## src/rtl/boot_pkg.sv

```systemverilog
// Shared types and helpers for the boot-time memory loader / port arbiter.
package boot_pkg;

    typedef enum logic [1:0] {
        BOOT_IDLE  = 2'd0,
        BOOT_WRITE = 2'd1,
        BOOT_HOLD  = 2'd2,
        BOOT_RUN   = 2'd3
    } boot_state_t;

    localparam int unsigned BYTES_PER_WORD = 4;
    localparam logic [15:0] WORD_COUNT_MAX = 16'hFFFF;

    // Big-endian byte select: idx 0 returns the most significant byte.
    function automatic logic [7:0] be_byte(input logic [31:0] word, input logic [1:0] idx);
        logic [7:0] b;
        case (idx)
            2'd0:    b = word[31:24];
            2'd1:    b = word[23:16];
            2'd2:    b = word[15:8];
            2'd3:    b = word[7:0];
            default: b = 8'h00;
        endcase
        return b;
    endfunction

endpackage

```

## src/rtl/boot_mem_arbiter.sv

```systemverilog
// Boot sequencer and MainMemory write-port arbiter.
// Loads host program words into memory as big-endian bytes while holding the
// core in reset, waits a programmable hold time after the last word, then hands
// the memory port to the core and releases its reset.
module boot_mem_arbiter
    import boot_pkg::*;
#(
    parameter int unsigned ADDR_W     = 32,
    parameter int unsigned MEM_DEPTH  = 1024,
    parameter int unsigned BASE_ADDR  = 0,
    parameter int unsigned RESET_HOLD = 2
)(
    input  logic              clock,
    input  logic              reset,
    input  logic              host_valid,
    output logic              host_ready,
    input  logic [31:0]       host_data,
    input  logic              host_last,
    input  logic              core_mem_en,
    input  logic              core_we,
    input  logic [ADDR_W-1:0] core_addr,
    input  logic [7:0]        core_wdata,
    output logic              mem_en,
    output logic              mem_we,
    output logic [ADDR_W-1:0] mem_addr,
    output logic [7:0]        mem_wdata,
    output logic              core_reset,
    output logic              load_done,
    output logic [15:0]       word_count,
    output logic              overflow
);

    // Last hold_cnt value spent in HOLD; with no hold time HOLD is skipped entirely.
    localparam logic        HOLD_SKIP = (RESET_HOLD == 0) ? 1'b1 : 1'b0;
    localparam logic [15:0] HOLD_LAST = (RESET_HOLD > 0) ? 16'(RESET_HOLD - 1) : 16'd0;
    localparam logic [ADDR_W:0] MEM_DEPTH_W = (ADDR_W+1)'(MEM_DEPTH);
    localparam logic [1:0]  LAST_BYTE = 2'(BYTES_PER_WORD - 1);

    boot_state_t       r_state;
    boot_state_t       w_next_state;

    logic [31:0]       r_data;
    logic              r_last;
    logic [ADDR_W-1:0] r_addr;
    logic [1:0]        r_byte_idx;
    logic [15:0]       r_hold_cnt;
    logic [15:0]       r_word_count;
    logic              r_overflow;
    logic              r_core_reset;
    logic              r_host_ready;
    logic              r_load_done;

    logic              w_accept;
    logic              w_last_byte;
    logic [ADDR_W-1:0] w_word_addr;
    logic [ADDR_W:0]   w_byte_addr_wide;
    logic              w_byte_oob;

    logic              w_mem_en;
    logic              w_mem_we;
    logic [ADDR_W-1:0] w_mem_addr;
    logic [7:0]        w_mem_wdata;

    // Handshake only completes in IDLE with the registered ready asserted.
    assign w_accept    = host_valid && r_host_ready && (r_state == BOOT_IDLE);
    assign w_last_byte = (r_byte_idx == LAST_BYTE);
    assign w_word_addr = ADDR_W'(BASE_ADDR) + ADDR_W'({r_word_count, 2'b00});
    // One extra bit so the range check cannot be fooled by address wrap-around.
    assign w_byte_addr_wide = {1'b0, r_addr} + {{(ADDR_W-1){1'b0}}, r_byte_idx};
    assign w_byte_oob       = (w_byte_addr_wide >= MEM_DEPTH_W);

    // State register.
    always_ff @(posedge clock) begin
        if (reset) begin
            r_state <= BOOT_IDLE;
        end else begin
            r_state <= w_next_state;
        end
    end

    // Next-state logic: accept -> four byte writes -> (next word | hold | run).
    always_comb begin
        w_next_state = r_state;
        case (r_state)
            BOOT_IDLE: begin
                if (w_accept) begin
                    w_next_state = BOOT_WRITE;
                end else begin
                    w_next_state = BOOT_IDLE;
                end
            end
            BOOT_WRITE: begin
                if (!w_last_byte) begin
                    w_next_state = BOOT_WRITE;
                end else if (!r_last) begin
                    w_next_state = BOOT_IDLE;
                end else if (HOLD_SKIP) begin
                    w_next_state = BOOT_RUN;
                end else begin
                    w_next_state = BOOT_HOLD;
                end
            end
            BOOT_HOLD: begin
                if (r_hold_cnt == HOLD_LAST) begin
                    w_next_state = BOOT_RUN;
                end else begin
                    w_next_state = BOOT_HOLD;
                end
            end
            BOOT_RUN: begin
                w_next_state = BOOT_RUN;
            end
            default: begin
                w_next_state = BOOT_IDLE;
            end
        endcase
    end

    // Memory port mux: loader bytes in WRITE, core passthrough in RUN, idle otherwise.
    always_comb begin
        w_mem_en    = 1'b0;
        w_mem_we    = 1'b0;
        w_mem_addr  = '0;
        w_mem_wdata = 8'h00;
        case (r_state)
            BOOT_WRITE: begin
                w_mem_en    = 1'b1;
                w_mem_we    = ~w_byte_oob;
                w_mem_addr  = w_byte_addr_wide[ADDR_W-1:0];
                w_mem_wdata = be_byte(r_data, r_byte_idx);
            end
            BOOT_RUN: begin
                w_mem_en    = core_mem_en;
                w_mem_we    = core_we;
                w_mem_addr  = core_addr;
                w_mem_wdata = core_wdata;
            end
            default: begin
                w_mem_en    = 1'b0;
                w_mem_we    = 1'b0;
                w_mem_addr  = '0;
                w_mem_wdata = 8'h00;
            end
        endcase
    end

    // Latch the accepted word, its last flag and its base byte address.
    always_ff @(posedge clock) begin
        if (reset) begin
            r_data <= 32'h0000_0000;
            r_last <= 1'b0;
            r_addr <= '0;
        end else if (w_accept) begin
            r_data <= host_data;
            r_last <= host_last;
            r_addr <= w_word_addr;
        end else begin
            r_data <= r_data;
            r_last <= r_last;
            r_addr <= r_addr;
        end
    end

    // Byte index within the word: cleared on accept, advances once per WRITE cycle.
    always_ff @(posedge clock) begin
        if (reset) begin
            r_byte_idx <= 2'd0;
        end else if (w_accept) begin
            r_byte_idx <= 2'd0;
        end else if (r_state == BOOT_WRITE) begin
            r_byte_idx <= r_byte_idx + 2'd1;
        end else begin
            r_byte_idx <= r_byte_idx;
        end
    end

    // Hold-time counter, running only while in HOLD.
    always_ff @(posedge clock) begin
        if (reset) begin
            r_hold_cnt <= 16'd0;
        end else if (r_state == BOOT_HOLD) begin
            r_hold_cnt <= r_hold_cnt + 16'd1;
        end else begin
            r_hold_cnt <= 16'd0;
        end
    end

    // Saturating count of accepted words and sticky out-of-range flag.
    always_ff @(posedge clock) begin
        if (reset) begin
            r_word_count <= 16'd0;
            r_overflow   <= 1'b0;
        end else begin
            if (w_accept && (r_word_count != WORD_COUNT_MAX)) begin
                r_word_count <= r_word_count + 16'd1;
            end else begin
                r_word_count <= r_word_count;
            end
            if ((r_state == BOOT_WRITE) && w_byte_oob) begin
                r_overflow <= 1'b1;
            end else begin
                r_overflow <= r_overflow;
            end
        end
    end

    // Registered status outputs derived from the state being entered.
    always_ff @(posedge clock) begin
        if (reset) begin
            r_core_reset <= 1'b1;
            r_host_ready <= 1'b0;
            r_load_done  <= 1'b0;
        end else begin
            r_core_reset <= (w_next_state != BOOT_RUN);
            r_host_ready <= (w_next_state == BOOT_IDLE);
            r_load_done  <= (w_next_state == BOOT_RUN);
        end
    end

    assign host_ready = r_host_ready;
    assign core_reset = r_core_reset;
    assign load_done  = r_load_done;
    assign word_count = r_word_count;
    assign overflow   = r_overflow;
    assign mem_en     = w_mem_en;
    assign mem_we     = w_mem_we;
    assign mem_addr   = w_mem_addr;
    assign mem_wdata  = w_mem_wdata;

endmodule
```

## config.mk

```make
export PLATFORM = sky130hd
export DESIGN_NAME = boot_mem_arbiter
export DESIGN_NICKNAME = d
export VERILOG_FILES = /design/src/rtl/boot_pkg.sv /design/src/rtl/boot_mem_arbiter.sv
export SDC_FILE = /design/constraint.sdc
export NUM_CORES = 1
export LEC_CHECK = 0
export CAP_MARGIN = 0
export CORE_MARGIN = 2
export CORE_UTILIZATION = 46
export CTS_CLUSTER_SIZE = 12
export DETAILED_ROUTE_END_ITERATION = 7
export GPL_TIMING_DRIVEN = 0
export PLACE_DENSITY_LB_ADDON = 0.15
export SYNTH_ARGS = -nofsm -noshare
export SYNTH_HDL_FRONTEND = slang
export SYNTH_SLANG_ARGS = --single-unit
```

## constraint.sdc

```tcl
create_clock -name clock -period 2.1 [get_ports clock]
set_input_delay 0.21 -clock clock [delete_from_list [all_inputs] [get_ports clock]]
set_output_delay 0.21 -clock clock [all_outputs]
set_load 0.01 [all_outputs]
```

# Word level (Yosys, flattened, before mapping)
# Index checks and enable logic that the tools add are counted.
[totals] ff_bits=89 inputBits=78 out_inout_bits=62 elab_cells=47
[classes] addsub=4 n_lt_le_gt_ge=1 n_eq_ne=10 mux=10 bitwise=2 reduce_logical=9
[op_table] cell="32-bit one-hot mux with 2 select lines" n=1
[op_table] cell="16-bit by 1-bit adder with 16-bit output, second input constant" n=2
[op_table] cell="8-bit one-hot mux with 4 select lines" n=1
[op_table] cell="18-bit by 2-bit adder with 19-bit output" n=1
[op_table] cell="19-bit by 11-bit greater-or-equal comparator with 1-bit output, second input constant" n=1
[op_table] cell="16-bit by 1-bit equality test with 1-bit output, second input constant" n=1
[op_table] cell="16-bit != test, second input constant" n=1
[op_table] cell="8-bit one-hot mux with 2 select lines" n=1
[op_table] cell="2-bit equality test, second input constant" n=5
[op_table] cell="2-bit one-hot mux with 4 select lines" n=1
[op_table] cell="2-bit logical NOT" n=3
[op_table] cell="2-bit by 1-bit equality test with 1-bit output, second input constant" n=2
[op_table] cell="1-bit logical AND" n=4
[op_table] cell="2-bit two-way mux" n=2
[op_table] cell="1-bit one-hot mux with 2 select lines" n=2
[op_table] cell="2-bit OR reduction" n=2
[op_table] cell="2-bit by 1-bit adder with 2-bit output, second input constant" n=1
[op_table] cell="1-bit two-way mux" n=2
[op_table] cell="2-bit != test, second input constant" n=1
[op_table] cell="1-bit inverter" n=2

# Depth between registers and ports, before layout
# Gate-level depths: netlist of the first run.
[depth] ltp_word=5 mapped_depth=7 depth_no_buf=6

# Worst setup path before layout of the first run
# OpenSTA, ideal clock, no wires.
[synth_timing] path_kind="register to register" startpoint="register r_word_count[0] (netlist: word_count[0])" endpoint="register r_word_count[10] (netlist: word_count[10])" setup_time_ps=70 arrival_time_ps=1865 required_ps=2030 setup_slack_ps=165 path_stages_with_launch=7 n_path_buf=1 synth_period_minus_slack_ps=1935 cell_sequence="dfxtp_1 > ha_1 > nand4_1 > or3_1 > clkbuf_1 > or4_1 > a21oi_1"
[synth_between] elab_chain_cells=2 elab_cells_between_ends=3 cone_classes="add/sub (1); eq/ne (1); reduce/logical (1)"
[synth_lines] item="from (decl)" line_no="boot_mem_arbiter.sv:47" rtl="logic [15:0] r_word_count;"
[synth_lines] item="from (signal assigned)" line_no="boot_mem_arbiter.sv:195" rtl="r_word_count <= r_word_count + 16'd1;"
[synth_lines] item="from (signal assigned)" line_no="boot_mem_arbiter.sv:197" rtl="r_word_count <= r_word_count;"
[synth_lines] item="branches (longest 2 deep; another with 16-bit by 1-bit adder with 16-bit output)"
# Parallel ways; which one is timed is not known.
# A chain may end at the register's enable or synchronous reset.

# Final worst setup path of the first run
[layout_timing] startpoint="register r_byte_idx[0]" endpoint="output mem_wdata[7]"
[layout_between] elab_chain_cells=3 elab_cells_between_ends=6 cone_classes="eq/ne (3); mux (2); reduce/logical (1)"
[layout_lines] item="from (decl)" line_no="boot_mem_arbiter.sv:45" rtl="logic [1:0] r_byte_idx;"
[layout_lines] item="from (signal assigned)" line_no="boot_mem_arbiter.sv:171" rtl="r_byte_idx <= r_byte_idx + 2'd1;"
[layout_lines] item="from (signal assigned)" line_no="boot_mem_arbiter.sv:173" rtl="r_byte_idx <= r_byte_idx;"
[layout_lines] item="2-bit equality test, or another cell as far along" line_no="boot_pkg.sv:17" rtl="case (idx)"
[layout_lines] item="8-bit one-hot mux with 4 select lines (*)" line_no="boot_pkg.sv:17"
[layout_lines] item="8-bit one-hot mux with 2 select lines (*)" line_no="boot_mem_arbiter.sv:125" rtl="case (r_state)"
[layout_lines] item="to (decl)" line_no="boot_mem_arbiter.sv:26" rtl="output logic [7:0] mem_wdata,"
# Mark *: on every way between the ends. The rest lies on a longest branch, timed or not.

==> summary.md, run 1 <==
| Metric | Value |
|---|---|
| Run status | `finished with violations` |
| Violated checks | `setup timing` |
| Setup-failing EPs final | `2` |
| Crit end category | `output pin` |
| Main synth FF type | `dfxtp_1` |
| Library cells used by synthesis | `34` |
| Placeable Area | `about 9100 um^2` |
| Antenna-violating nets left | `0` |
| Reg2reg path depth | `7` |
| Clk_lat worst skew | `approximately 360 ps` |
| Largest net degree at the start of global routing | `17` |
| Cells after synthesis | `~540` |
| Switching part of the total | `approximately a quarter` |
| P_leak | `between 2 and 2.5 nW` |
| Max cap viols | `0` |
| P_int | `0.00265 W` |
| Final setup margin | `-1.69 ps` |
| Storage element area | `around 1800 um^2` |
| Sequential power share | `50.0%` |
| Least-Margin Pin Slew | `roughly 600 ps` |
| I/O pin total | `140` |
| Count of input and output buffers | `138` |
| Gr ovfl total | `0` |
| Power per Cell Area | `around 570 nW/um^2` |
| Initial core utilization | `46.7%` |
| Critical path data arrival time | `1890 ps` |
| Clock slew at reported path FFs | `about 90 ps` |
| Number of global-route vias before repair | `between 4000 and 5000` |
| Number of enable flip-flop cells after synthesis | `0` |
| CP max-delay cell | `dfxtp_4` |
| Crit Path Category | `reg -> out` |
| CP peak stage delay | `~380 ps` |
| #FFs+latches synth | `between 80 and 90` |
| Drt first pass iters | `5` |
| Element type at the critical path start | `flop` |
| Worst R2R End | `word_count[15]` |
| WHS Endpoint | `r_data[11]` |
| Yosys warns | `0` |
| CTS Hold Bufs | `0` |
| Post-synthesis sequential area ratio | `between 40% and 50%` |
| CTS sink count | `89` |
| First-pass GRT wire length | `just over 20000 um` |
| Worst-path fanout max | `9` |
| Final Instance Count excl. Fillers | `approximately 810` |
| Sw power | `a little under 0.0009 W` |
| Async SR Flop Fraction | `0%` |
| Final period util | `100%` |
| Fill cell count | `790` |
| Relative slew slack | `59.7%` |
| Share of layout cells above drive strength 1 | `8.92%` |
| Reg-to-reg setup timing slack | `approximately 60 ps` |
| Syn_area_per_cell | `between 7 and 8 um^2` |
| Via count | `4434` |
| Hold Path Class | `in -> reg` |
| Min Tclk post-route | `about 2100 ps` |
| Hold Crit Start | `host_data[11]` |
| CTS root buf | `clkbuf_8` |
| Layout Skew | `~13 ps` |
| Post-Route WL | `between 10000 and 15000 um` |
| Final Hold Vio Count | `0` |
| Final slew viol count | `0` |
| Multi-input gate area | `2370 um^2` |
| CP Buf/Inv Count | `2` |
| Maximum VDD drop | `approximately 0.34 mV` |
| Post-DP HPWL | `9720 um` |
| Worst path top cell family by delay | `compound AO/OA/AOI/OAI gates` |
| Die X-Extent | `approximately 100 um` |
| Die ar. | `between 10000 and 15000 um^2` |
| Ant diodes | `0` |
| CP cell instances | `ha_4, buf_4, a222oi_1, o21ai_1, mux2i_1, nor2b_1, buf_2` |
| Rows | `35` |
| Gate power share | `12.5%` |
| DRC errors left | `0` |
| Mapped Area | `between 4000 and 5000 um^2` |
| Layout area overhead | `45.8%` |
| Placed Instances | `a little under 800` |
| Post-Syn Nets | `621` |
| Number of vias per cell | `between 5 and 6` |
| Htree depth | `3` |
| Total track usage | `around 26%` |
| WP data required | `1890 ps` |
| CTS max path bufs | `2` |
| RSZ-0062 raised after global routing | `true` |
| Nets | `between 700 and 800` |
| CTS Buf Count | `9` |
| Die H | `between 100 and 150 um` |
| CTS tree | `built` |
| Starting DRC count in detailed routing | `about 320` |
| Fmax | `0.476 GHz` |
| Placer Congestion | `roughly 0.89` |
| Reg2reg start | `r_state[0]` |
| Hold Crit Depth | `3` |
| Tot Pwr | `roughly 0.0035 W` |
| Average routed wire per standard cell | `approximately 16 um` |
| Clock power share | `a little under two fifths` |
| Initial antenna violation count | `0` |
## cell usage in the layout (no fill, tap or decap), types with 7 or more instances in the layout
master	n
a21oi_1	68
a222oi_1	8
and3_1	18
buf_2	10
buf_4	8
clkbuf_1	20
clkbuf_8	9
clkdlybuf4s50_1	122
dfxtp_1	84
dlymetal6s2s_1	7
mux2i_1	28
nand2_1	118
nand3_1	11
nand4_1	11
nor2_1	19
nor2b_1	27
o21ai_0	14
o21ai_1	8
o31ai_1	7
or3_1	13
or4_1	7
xor2_1	7
## layer usage
metal	routed length, um	global-route usage [%]	part of all wire [%]	up-vias
li1	-	-	-	2187
met1	5430	32.7	42	2056
met2	6450	43.8	50	171
met3	785	3.69	6.1	20
met4	264	9.27	2.0	0
met5	0	0	0	-
## worst register-to-register path, cell delays in order, from the launching register on
cell and delay [ps]:
dfxtp_1 330, clkbuf_4 180, nor4bb_1 260, buf_2 260
o41ai_4 140, buf_4 160, or4_1 500, a21oi_1 150
## power groups by stage
stage          combinational, W  sequential [W]  clock [W]
6_report               0.000440         0.00176    0.00132
3_5_place_dp           0.000405         0.00180          0
3_3_place_gp           0.000395         0.00180          0
5_1_grt                0.000478         0.00176    0.00141
4_1_cts                0.000427         0.00176    0.00133
2_1_floorplan          0.000178         0.00179          0
## registers in the layout (all words and copies together) (netlist names), 2 cells and up
signal	cells
r_data	32
r_addr	16
r_hold_cnt	16
word_count	16
r_byte_idx	2
r_state	2
## through the flow
stage               setup slack, ps  setup TNS, ps  utilization, %  area [um^2]  hold WS [ps]
floorplan                       165              0               -         4250           346
global placement               -262          -5650            63.4         5770           441
detailed placement             -297          -6810            63.4         5770           447
CTS                           0.625              0            67.1         6120           393
global route                  -99.4           -601            68.1         6200           407
finish                        -1.69          -2.39            68.1         6200           398
## worst max path at each step
| stage | start | endpoint | slack (ps) | cells past startpoint |
|---|---|---|---|---|
| final | r_byte_idx[0] | mem_wdata[7] | -2 | 7 |
| after global routing | r_byte_idx[1] | mem_wdata[4] | -100 | 7 |
| after CTS | r_byte_idx[1] | mem_wdata[2] | 0.6 | 7 |
| after detailed placement | r_byte_idx[0] | mem_wdata[2] | -300 | 7 |
| after global placement | r_byte_idx[0] | mem_wdata[7] | -260 | 7 |
| after floorplan | word_count[0] | word_count[10] | 160 | 6 |
## cell families after synthesis
logic type / after synthesis / share of synthesized area [%]
DFF: 89 / 41.9
muxes: 28 / 6.59
xor gates and xnor gates: 11 / 2.26
adders and majority gates: 7 / 2.06
and+or+nand+nor: 246 / 28.4
AOI/OAI and AO/OA: 109 / 14.6
buffers and inverters: 46 / 4.21
## synth_stat cells, types with 2 or more instances
cell type / n / area share (%)
nand2_1: 118 / 10
dfxtp_1: 89 / 42
a21oi_1: 68 / 8.0
clkbuf_1: 32 / 2.8
mux2i_1: 28 / 6.6
nor2b_1: 27 / 4.0
o21ai_0: 22 / 2.6
nor2_1: 19 / 1.7
and3_1: 18 / 2.6
or3_1: 13 / 1.9
nand3_1: 11 / 1.3
nand4_1: 11 / 1.6
a222oi_1: 8 / 1.9
inv_1: 8 / 0.71
ha_1: 7 / 2.1
nor4_1: 7 / 1.0
o31ai_1: 7 / 1.2
or4_1: 7 / 1.2
xor2_1: 7 / 1.4
buf_2: 5 / 0.59
xnor2_1: 4 / 0.82
and2_1: 3 / 0.44
nor3_1: 3 / 0.35
a31oi_1: 2 / 0.29
and4_1: 2 / 0.41
nor4b_1: 2 / 0.41
## what timing repair did
item                                    in CTS  in global routing
pin swaps                                   18                 14
buffers inserted                             5                  4
endpoints found under the setup margin      53                 44
resized for setup                           82                 25
## cell type report
cell class              count  share of cell area [%]
multi-input cells         401                    38.2
inverters                   8                   0.525
well taps                 111                    2.24
repair buffers            147                    23.1
flip-flops and latches     89                    29.0
plain buffers              34                    3.31
clock inverters             7                    1.65
clock buffers               9                    2.00
(Power assumes the default switching activity.)
==> run 2: changes to the inputs <==
CTS_BUF_LIST = sky130_fd_sc_hd__clkbuf_16   (was default)
==> run 2 against run 1 <==
  * The flow now finishes without violations
  * Register-to-register slack improved by 30 ps
  * First-iteration DRC count decreased by 19%
  * Total power increased by 12%
  * Critical endpoint is now mem_wdata[2]
==> summary.md, run 2 (synthesis gave the netlist of run 1 again) <==
| Metric | Value |
|---|---|
| Initial core utilization | `46.7%` |
| RSZ-0062 raised after global routing | `true` |
| Setup-failing EPs final | `0` |
| Nets | `773` |
| Storage element area | `roughly 1800 um^2` |
| Tot Pwr | `between 0.003 and 0.004 W` |
| CP cell instances | `inv_4, ha_4, a222oi_1, o21ai_1, mux2i_1, nor2b_1, buf_2` |
| Crit Path Category | `reg -> out` |
| Gr ovfl total | `0` |
| Worst R2R End | `word_count[15]` |
| Final slew viol count | `0` |
| Die X-Extent | `100 um` |
| CP max-delay cell | `a222oi_1` |
| Layout area overhead | `47.3%` |
| Switching part of the total | `23.4%` |
| CTS Hold Bufs | `0` |
| Placeable Area | `about 9100 um^2` |
| CTS tree | `built` |
| Via count | `4481` |
| Placer Congestion | `0.885` |
| Sequential power share | `between 40% and 50%` |
| Starting DRC count in detailed routing | `around 260` |
| Ant diodes | `0` |
| Crit end category | `output pin` |
| Reg2reg path depth | `7` |
| Biggest register | `r_data` |
| Average routed wire per standard cell | `around 16 um` |
| Pre-CTS setup slack | `-297 ps` |
| Power per Cell Area | `629 nW/um^2` |
| Relative slew slack | `about 60%` |
| Least-Margin Pin Slew | `between 500 and 600 ps` |
| Number of global-route vias before repair | `~4300` |
| Commonest non-fill, non-tap cell in the layout | `clkdlybuf4s50_1` |
| WP data required | `around 1900 ps` |
| Die ar. | `10000 um^2` |
| CTS root buf | `clkbuf_16` |
| Element type at the critical path start | `flop` |
| Fmax | `about 0.48 GHz` |
| Min Tclk post-route | `approximately 2100 ps` |
| Hold Path Class | `in -> reg` |
| Fill cell count | `780` |
| Die H | `about 100 um` |
| Largest net degree at the start of global routing | `17` |
| Share of layout cells above drive strength 1 | `slightly below 9%` |
| Reg2reg start | `r_state[0]` |
| Run status | `completed` |
| CP peak stage delay | `around 430 ps` |
| Worst hold slack | `418 ps` |
| Rows | `35` |
| Number of vias per cell | `5.57` |
| Post-Route WL | `13000 um` |
| Final setup margin | `roughly 16 ps` |
| Final Instance Count excl. Fillers | `approximately 800` |
| Worst path top cell family by delay | `compound AO/OA/AOI/OAI gates` |
| CP Buf/Inv Count | `2` |
| First-pass GRT wire length | `20800 um` |
| Final Hold Vio Count | `0` |
| I/O pin total | `140` |
| Final period util | `approximately 99%` |
| Logic depth of the worst path, buffers included | `7` |
| Placed Instances | `between 700 and 800` |
| CTS Buf Count | `9` |
| Worst Setup SP | `r_byte_idx[1]` |
| Max cap viols | `0` |
| Clock power share | `44.3%` |
| Worst setup path end | `mem_wdata[2]` |
| Critical path data arrival time | `1870 ps` |
| Count of input and output buffers | `about 140` |
| Worst-path fanout max | `8` |
| Total track usage | `roughly a quarter` |
| Drt first pass iters | `5` |
| Htree depth | `3` |
| CTS max path bufs | `2` |
| Clk_lat worst skew | `about 340 ps` |
| Antenna-violating nets left | `0` |
| CTS sink count | `between 80 and 90` |
| Commonest cells after routing, fill and taps aside | `clkdlybuf4s50_1, nand2_1, dfxtp_1` |
| P_int | `0.00302 W` |
| Final TNS setup | `0 ps` |
| P_leak | `~2.1 nW` |
| Sw power | `around 0.00092 W` |
| DRC errors left | `0` |
| Gate power share | `between 10 and 15%` |
| Multi-input gate area | `roughly 2400 um^2` |
| Post-DP HPWL | `a little under 10000 um` |
| Hold Crit Depth | `3` |
| Max reg flops | `32` |
| Initial antenna violation count | `0` |
| Maximum VDD drop | `0.414 mV` |
| Layout Skew | `9.62 ps` |
| Clock slew at reported path FFs | `60 ps` |
| Reg-to-reg setup timing slack | `~90 ps` |
## run 2: power by group through the flow
stage / logic (W) / registers (W) / clock network, W
after global routing: 0.000472 / 0.00177 / 0.00183
after floorplan: 0.000178 / 0.00179 / 0
after CTS: 0.000426 / 0.00176 / 0.00176
after detailed placement: 0.000405 / 0.00180 / 0
after global placement: 0.000395 / 0.00180 / 0
final: 0.000433 / 0.00176 / 0.00174
## run 2: through the flow
step                      util, %  area (um^2)
after floorplan                 -         4250
after global placement       63.4         5770
after detailed placement     63.4         5770
after CTS                    68.4         6230
after global routing         68.8         6270
final                        68.8         6270
## run 2: worst min-delay path by stage
| stage | start | end |
|---|---|---|
| floorplan | host_data[0] | r_data[0] |
| global placement | r_data[6] | r_data[6] |
| detailed placement | r_data[20] | r_data[20] |
| CTS | host_data[8] | r_data[8] |
| global route | host_data[26] | r_data[26] |
| finish | host_data[20] | r_data[20] |
## run 2: area by class of cell
class	instances	area share (%)
plain buffers	34	3.17
clock buffers	9	3.59
clock inverters	7	1.64
inverters	8	0.559
multi-input cells	401	37.8
flip-flops and latches	89	28.6
well taps	111	2.22
repair buffers	145	22.4
## run 2: layer usage
metal	global-route usage [%]	vias to the layer above	wire length, um
met4	9.27	0	280
met3	3.62	22	841
met5	0	-	0
met1	33.5	2108	5410
met2	44.1	167	6470
li1	-	2184	-
## run 2: repair_timing
item                                    4_1_cts  5_1_grt
gates resized for setup                      81       14
pin swaps                                    17       16
endpoints found under the setup margin       53       37
buffers inserted                              5        2
## run 2: worst min-delay path: stages
cell and delay, ps:
clkdlybuf4s50_1 390, nand2_1 60, a21oi_1 50
